**src/rtl/prog_loader_rx_pkg.sv**
```systemverilog
// Shared types and constants for the UART program loader.
// Holds receiver/loader state enums and line geometry constants.
package prog_loader_rx_pkg;

   typedef enum logic [1:0] {
      IDLE,
      START,
      DATA,
      STOP
   } rx_state_t;

   typedef enum logic [1:0] {
      HDR,
      LOAD,
      DONE
   } ld_state_t;

   localparam int BYTES_PER_WORD = 4;
   localparam int WORDS_PER_LINE = 4;
   localparam int LINE_BITS      = 128;

endpackage

```
**src/rtl/uart_rx_byte.sv**
```systemverilog
// UART 8N1 byte receiver with 2-flop input synchronizer.
// Ports: clk, reset_x (async low), rxd in; byte_out, byte_valid, frame_err out.
module uart_rx_byte
   import prog_loader_rx_pkg::*;
#(
   parameter int CLKS_PER_BIT = 868
) (
   input  logic       clk,
   input  logic       reset_x,
   input  logic       rxd,
   output logic [7:0] byte_out,
   output logic       byte_valid,
   output logic       frame_err
);

   localparam int CW = $clog2(CLKS_PER_BIT + 1);
   localparam logic [CW-1:0] FULL = CW'(CLKS_PER_BIT - 1);
   localparam logic [CW-1:0] HALF = CW'(CLKS_PER_BIT / 2 - 1);

   logic            sync1;
   logic            rxd_s;
   rx_state_t       state;
   rx_state_t       state_d;
   logic [CW-1:0]   cnt;
   logic [CW-1:0]   cnt_d;
   logic [2:0]      bit_cnt;
   logic [2:0]      bit_d;
   logic [7:0]      shreg;
   logic [7:0]      sh_d;
   logic            valid_d;
   logic            ferr_d;

   // Idle-high reset values keep a reset release from looking like a start bit.
   always_ff @(posedge clk or negedge reset_x) begin
      if (!reset_x) begin
         sync1 <= 1'b1;
         rxd_s <= 1'b1;
      end else begin
         sync1 <= rxd;
         rxd_s <= sync1;
      end
   end

   always_ff @(posedge clk or negedge reset_x) begin
      if (!reset_x) begin
         state      <= IDLE;
         cnt        <= '0;
         bit_cnt    <= '0;
         shreg      <= '0;
         byte_valid <= 1'b0;
         frame_err  <= 1'b0;
      end else begin
         state      <= state_d;
         cnt        <= cnt_d;
         bit_cnt    <= bit_d;
         shreg      <= sh_d;
         byte_valid <= valid_d;
         frame_err  <= ferr_d;
      end
   end

   always_comb begin
      state_d = state;
      cnt_d   = cnt + 1'b1;
      bit_d   = bit_cnt;
      sh_d    = shreg;
      valid_d = 1'b0;
      ferr_d  = 1'b0;
      unique case (state)
         IDLE: begin
            cnt_d = '0;
            bit_d = '0;
            if (!rxd_s) state_d = START;
         end
         START: begin
            // Mid-bit recheck rejects short glitches.
            if (cnt == HALF) begin
               cnt_d   = '0;
               state_d = rxd_s ? IDLE : DATA;
            end
         end
         DATA: begin
            if (cnt == FULL) begin
               cnt_d = '0;
               sh_d  = {rxd_s, shreg[7:1]};
               bit_d = bit_cnt + 1'b1;
               if (bit_cnt == 3'd7) state_d = STOP;
            end
         end
         STOP: begin
            if (cnt == FULL) begin
               cnt_d   = '0;
               state_d = IDLE;
               valid_d = rxd_s;
               ferr_d  = !rxd_s;
            end
         end
         default: begin
            state_d = IDLE;
         end
      endcase
   end

   assign byte_out = shreg;

endmodule

```
**src/rtl/prog_loader_rx.sv**
```systemverilog
// UART program loader: 32-bit LE line count header, then 16*L bytes.
// Ports: clk, reset_x, rxd in; addr, data, we_32, we_128, done, err out.
module prog_loader_rx
   import prog_loader_rx_pkg::*;
#(
   parameter int CLKS_PER_BIT = 868
) (
   input  logic                 clk,
   input  logic                 reset_x,
   input  logic                 rxd,
   output logic [31:0]          addr,
   output logic [LINE_BITS-1:0] data,
   output logic                 we_32,
   output logic                 we_128,
   output logic                 done,
   output logic                 err
);

   logic [7:0]  rx_byte;
   logic        rx_valid;
   logic        rx_ferr;

   ld_state_t   state;
   ld_state_t   state_d;
   logic [1:0]  byte_cnt;
   logic [31:0] asm_q;
   logic [31:0] word;
   logic [31:0] len;
   logic [31:0] word_index;
   logic [31:0] line_cnt;
   logic        word_last;
   logic        line_end;
   logic        last_line;

   uart_rx_byte #(
      .CLKS_PER_BIT(CLKS_PER_BIT)
   ) u_rx (
      .clk       (clk),
      .reset_x   (reset_x),
      .rxd       (rxd),
      .byte_out  (rx_byte),
      .byte_valid(rx_valid),
      .frame_err (rx_ferr)
   );

   // Bytes arrive LSB first, so each new byte enters at the top.
   assign word      = {rx_byte, asm_q[31:8]};
   assign word_last = rx_valid &&
                      (byte_cnt == 2'(BYTES_PER_WORD - 1));
   assign line_end  = (word_index[1:0] == 2'(WORDS_PER_LINE - 1));
   assign last_line = (line_cnt == len - 32'd1);

   always_ff @(posedge clk or negedge reset_x) begin
      if (!reset_x) state <= HDR;
      else          state <= state_d;
   end

   always_comb begin
      state_d = state;
      unique case (state)
         HDR: begin
            if (word_last)
               state_d = (word == 32'd0) ? DONE : LOAD;
         end
         LOAD: begin
            if (word_last && line_end && last_line)
               state_d = DONE;
         end
         DONE: begin
            state_d = DONE;
         end
         default: begin
            state_d = HDR;
         end
      endcase
   end

   always_ff @(posedge clk or negedge reset_x) begin
      if (!reset_x) begin
         byte_cnt   <= '0;
         asm_q      <= '0;
         len        <= '0;
         word_index <= '0;
         line_cnt   <= '0;
         addr       <= '0;
         data       <= '0;
         we_32      <= 1'b0;
         we_128     <= 1'b0;
         done       <= 1'b0;
         err        <= 1'b0;
      end else begin
         we_32  <= 1'b0;
         we_128 <= 1'b0;
         err    <= err | rx_ferr;
         // One cycle behind the state so it trails the final strobe.
         done   <= done | (state == DONE);
         if (rx_valid && state != DONE) begin
            byte_cnt <= byte_cnt + 2'd1;
            asm_q    <= word;
            if (state == HDR && word_last)
               len <= word;
            if (state == LOAD && word_last) begin
               data       <= {word, data[LINE_BITS-1:32]};
               addr       <= {word_index[29:0], 2'b00};
               word_index <= word_index + 32'd1;
               we_32      <= 1'b1;
               we_128     <= line_end;
               if (line_end)
                  line_cnt <= line_cnt + 32'd1;
            end
         end
      end
   end

endmodule

```
**config.mk**
```make
export PLATFORM = sky130hd
export DESIGN_NAME = prog_loader_rx
export DESIGN_NICKNAME = d
export VERILOG_FILES = /design/src/rtl/prog_loader_rx_pkg.sv /design/src/rtl/uart_rx_byte.sv /design/src/rtl/prog_loader_rx.sv
export SDC_FILE = /design/constraint.sdc
export NUM_CORES = 1
export LEC_CHECK = 0
export CAP_MARGIN = 20
export CORE_AREA = 2 2 193 148
export DETAILED_ROUTE_END_ITERATION = 8
export DIE_AREA = 0 0 195 150
export GPL_TIMING_DRIVEN = 0
export PLACE_DENSITY_LB_ADDON = 0.12
export SYNTH_ARGS = -nofsm -noshare
export SYNTH_HDL_FRONTEND = slang
export SYNTH_SLANG_ARGS = --single-unit
```
**constraint.sdc**
```tcl
create_clock -name clk -period 3.6 [get_ports clk]
set_input_delay 0.54 -clock clk [delete_from_list [all_inputs] [get_ports clk]]
set_output_delay 0.54 -clock clk [all_outputs]
set_load 0.05 [all_outputs]
```
After elaboration in Yosys (flattened, before gate mapping)
Cells that the tools add are included.
- input bits: 3
- output and inout port bits: 164
- logic and storage cells: 90
- bits in registers: 321
- multiplexer cells: 24
- equality and inequality tests: 19
- bitwise operators: 2
- reductions and logical operators: 19
- add/sub/neg operators: 6
- operator list (operator ; number):
    adder 32 x 1 -> 32 bit (second input constant) ; 2
    equality test 32 bit ; 1
    zero test 32 bit ; 1
    subtractor 32 x 1 -> 32 bit (second input constant) ; 1
    one-hot mux 10 bit (3 select lines) ; 1
    two-way mux 10 bit ; 2
    two-way mux 2 bit ; 9
    adder 10 x 1 -> 10 bit (second input constant) ; 1
    equality test 10 bit (second input constant) ; 1
    equality test 10 x 9 -> 1 bit (second input constant) ; 1
    equality test 2 bit (second input constant) ; 5
    AND reduction 2 bit ; 5
    two-way mux 1 bit ; 8
    != test 2 x 1 -> 1 bit (second input constant) ; 4
    != test 2 bit (second input constant) ; 4
    one-hot mux 2 bit (4 select lines) ; 1
    logical AND 1 bit ; 6
    one-hot mux 2 bit (3 select lines) ; 1
    one-hot mux 3 bit (2 select lines) ; 1
    AND reduction 5 bit ; 1
    equality test 2 x 1 -> 1 bit (second input constant) ; 2
    zero test 2 bit ; 2
    adder 3 x 1 -> 3 bit (second input constant) ; 1
    equality test 3 bit (second input constant) ; 1
    other kinds (7) ; 8

Longest topological paths before layout
- depth after elaboration: 6
- mapped depth: 11
- depth with buffers taken out: 10

Hierarchy
A second synthesis with hierarchy kept.
- cell total of the unflattened synthesis: 1328
- area, all modules: 13450.4 µm²
- by module, submodules not included (module ; seq. area each (µm²) ; area each (µm²) ; instances ; cells each):
    prog_loader_rx ; 7106.8 ; 12209.2 ; 1 ; 1224
    uart_rx_byte ; 678.2 ; 1241.2 ; 1 ; 104

Worst setup path before layout
Ideal clock, no wire load.
- path kind: reg-to-reg
- from: register len[19]
- to: register state[0]
- buffers on the path: 1
- period minus slack after synthesis: 3.016 ns
- stages on the path, launching flop included: 10
- data arrival time: 2.890 ns
- path slack: 0.584 ns
- library setup time: 0.126 ns
- required time: 3.474 ns
- cells stage by stage: dfrtp_1 buf_6 or4_4 nor4_4 nor4b_4 mux2i_1 nor3_1 or4_4 or2_0 a221o_1
- cells in the longest elaborated chain, start to end: 5
- ends and longest elaborated chain (what ; line ; text):
    from (decl) ; prog_loader_rx.sv:28 ; logic [31:0] len;
    from (signal assigned) ; prog_loader_rx.sv:101 ; len <= word;
    subtractor 32 x 1 -> 32 bit ; prog_loader_rx.sv:51 ; assign last_line = (line_cnt == len - 32'd1);
    equality test 32 bit ; prog_loader_rx.sv:51 ;
    logical AND 1 bit ; prog_loader_rx.sv:66 ; if (word_last && line_end && last_line)
    != test 2 bit (no source line) ; n/a ;
    AND reduction 2 bit (no source line) ; n/a ;
    to (signal assigned) ; prog_loader_rx.sv:55 ; else state <= state_d;
    to (decl) ; prog_loader_rx.sv:23 ; ld_state_t state;
No other way between the ends.
A chain may end at the register's enable or synchronous reset.

Final worst setup path
- from: register len[0]
- to: register state[0]
The elaborated chain is that of the path after synthesis.

==> reports/qor.yml <==
yosys:
  synth_cells: 1341
  synth.area.top_cells: "dfrtp_1 (57%), nand2_1 (14%), mux2_2 (5.8%)"
  synth-seq-cells: 311
  synth.top_cell.area_share_pct: 57.35
  synth_area_um2: 13480
  yosysWarnings: 0
  synth_edf_count: 0
  avgSynthCellArea_um2: 10.05
  yosysSeqAreaShare_pct: 57.74
  synth_area_leader_cell: "dfrtp_1"
  synth.distinct_cells: 68
  dominantRegCellSynth: "dfrtp_1"
  synthArstFlopShare_pct: 100.0
place:
  place_area_um2: 15640
  portBuffers: 164
  gp_congestion: 0.8362
  dp_hpwl_um: 22410
power_and_ir_drop:
  power_frac_comb_pct: 1.1
  ir_worst_vdd_v: 0.0003536
  share_seq_of_total_power_pct: 48.9
  p_total_w: 0.007150
  sw_frac_of_total_pct: 20.37
  p_int_w: 0.005694
  p_sw_w: 0.001456
  leakagePower_nw: 8.410
  p_per_area_nw_per_um2: 425.8
  clockPowerShare_pct: 49.9
global_route:
  overflow: 0
  grt_max_degree: 115
  met3_usage_pct: 3.110
  grt_util_met1_pct: 33.79
  grt_pass1_wl_um: 51030
  antenna_found_initial: 0
  grt_pass1_vias: 9372
  grt_usage_pct: 21.62
  met2_usage_pct: 32.02
  grt-busiest-layer: "met1"
floorplanning:
  die_x_um: 195
  design.core.area_um2: 27450
  num_rows: 53
  dieArea_um2: 29250
  die_h_um: 150
  initial_utilization_pct: 49.11
  io_pins: 167
clock_tree:
  clockBufferDepth: 3
  clk_pin_slew_ps: 60
  insertion_delay_ps: 580
  cts_tree: "built"
  htree_levels: 1
  cts.sinks: 311
  hold_buffers: 0
  clockRootBuffer: "clkbuf_16"
  numCtsBuffers: 31
sta:
  max_slew_margin_pct: 45.39
  hold_viol_final: 0
  rsz0062_at_grt: "no"
  setup_viol: 0
  fin_crit_ps: 3372
  max_clock_freq_ghz: 0.2966
  setup_tns_ps: 0
  tightest_slew_ps: 816.1
  maxSlewViolCount: 0
  fin_crit_sh_pct: 93.66
  skew_ps: 16.04
layout:
  drive_gt1_share_pct: 9.917
  n_fill_cell: 2310
  fin_area_um2: 16790
  final_nets: 1556
  diodes: 0
  area_delta_synth_final_pct: 24.53
critical_path:
  reg2reg_depth: 10
  arrival_ps: 3840
  r2r_setup_slack_ps: 230
  critPathKind: "reg -> reg"
  start_kind: "flip-flop"
  cp-end-kind: "flip-flop"
  worst-path-max-fanout: 6
  r2r-start: "len[0]"
  timing.rr.end: "state[0]"
  required_ps: 4070
detailed_routing:
  initialDrtViolationCount: 644
  antenna_left: 0
  dr.pass1.iters: 5
  detail_route.wl_per_cell_um: 16.32
  totalWireLength_um: 31340
  via_per_inst: 5.122
  drc: 0
  num_vias: 9835
min_path:
  hp-class: "in -> async"
run_status:
  status: "complete, no violations"
job:
  drv_cap: 0
==> layout by cell type, fill, tap and decap left out, types with 5 or more instances in the layout <==
cell type	count
mux2_2	69
nand3_1	42
or2_2	5
clkbuf_8	9
clkbuf_16	31
clkbuf_1	43
and2_1	5
nor2_1	48
dfrtp_1	309
nor3_1	16
buf_1	8
nand4_1	15
inv_1	18
nor4_1	17
bufinv_16	6
clkdlybuf4s50_1	163
xor2_1	35
xnor2_1	70
nand2_1	511
ha_1	12
o21ai_0	10
or4_1	5
clkinv_2	7
and3_1	14
o211ai_1	5
==> power groups by stage <==
stage / clock network, W / registers, W / logic, W
after floorplan: 0 / 0.00356 / 0.00000680
after global placement: 0 / 0.00357 / 0.0000791
after detailed placement: 0 / 0.00356 / 0.0000876
after CTS: 0.00364 / 0.00350 / 0.0000881
after global routing: 0.00377 / 0.00350 / 0.0000976
final: 0.00357 / 0.00350 / 0.0000818
==> stage by stage <==
| step | worst slack [ps] | hold slack (ps) | utilization, % | std cells |
|---|---|---|---|---|
| global placement | -11530 | 347.0 | 56.73 | 1863 |
| detailed placement | 178.3 | 347.3 | 56.95 | 1865 |
| floorplan | 583.6 | 244.4 | - | 1342 |
| finish | 228.2 | 11.08 | 61.16 | 1920 |
| global route | 42.05 | 60.81 | 61.16 | 1920 |
| CTS | 173.9 | 21.93 | 61.12 | 1920 |
==> flip-flops by register name, summed over array words and instances (netlist names), named ones only <==
name             cells
len                 32
we_128               1
asm_q               24
word_index          30
data               128
u_rx.rxd_s           1
addr                30
u_rx.sync1           1
err                  1
byte_cnt             2
u_rx.frame_err       1
u_rx.byte_out        8
u_rx.cnt            10
state                2
we_32                1
u_rx.byte_valid      1
u_rx.bit_cnt         3
done                 1
u_rx.state           1
line_cnt            32
==> per-layer routing <==
| metal | vias up | part of all wire (%) |
|---|---|---|
| met2 | 233 | 43 |
| met1 | 4761 | 51 |
| met3 | 44 | 4.6 |
| met5 | - | 0 |
| met4 | 0 | 2.0 |
| li1 | 4797 | - |
==> critical path, cell delays in order, from the launching register on <==
cell      delay (ps)
dfrtp_1          470
inv_1             90
ha_1             250
or4b_1           520
o21a_1           200
o311a_1          310
o21ai_0          280
nand4_1          140
a2111o_1         440
or2_0            240
a221o_1          320
==> cell families (layout without fill, tap and decap cells) <==
group           Yosys count  after routing  share of synthesized area, %
mux                      71             71                         5.911
buf+inv                  74            295                         2.255
xor+xnor                105            105                         6.821
other cells               1              2                       0.02781
fa+ha+maj                12             12                         1.114
flops                   311            311                         57.74
simple gates            726            726                         23.93
compound gates           41             41                         2.199
==> synth_stat cells, drive strengths merged, types with 4 or more instances <==
library cell and instances:
xnor2 70, ha 12, xor2 35, nor2 49
or2 6, nor4 20, inv 18, and2 5
nand4 16, or4 7, clkbuf 43, nor3 18
o21ai 11, buf 13, nand2 511, nor4b 5
nand3 42, dfrtp 309, and4 5, nand3b 4
mux2 69, o211ai 5, and3 14
==> cell type report <==
class | count | area [µm²] | area share, %
sequential | 311 | 7785 | 46.37
tap | 357 | 446.7 | 2.660
inverter | 18 | 67.56 | 0.4024
timing repair buffer | 166 | 1702 | 10.13
clock buffer | 40 | 899.6 | 5.358
buffer | 56 | 236.5 | 1.408
clock inverter | 15 | 244.0 | 1.453
multi-input combinational | 957 | 5409 | 32.22
==> worst max-delay path by stage <==
stage	from	cells past startpoint	endpoint
6_report	len[0]	10	state[0]
5_1_grt	len[0]	10	state[0]
4_1_cts	len[0]	10	state[0]
3_5_place_dp	len[0]	10	state[0]
3_3_place_gp	reset_x	1	data[59]
2_1_floorplan	len[19]	9	state[0]
==> what timing repair did <==
action	CTS	global route
buffers inserted	0	0
resized for setup	0	2
endpoints found under the setup margin	0	2
Note: power is estimated with default switching activity, not from simulation.
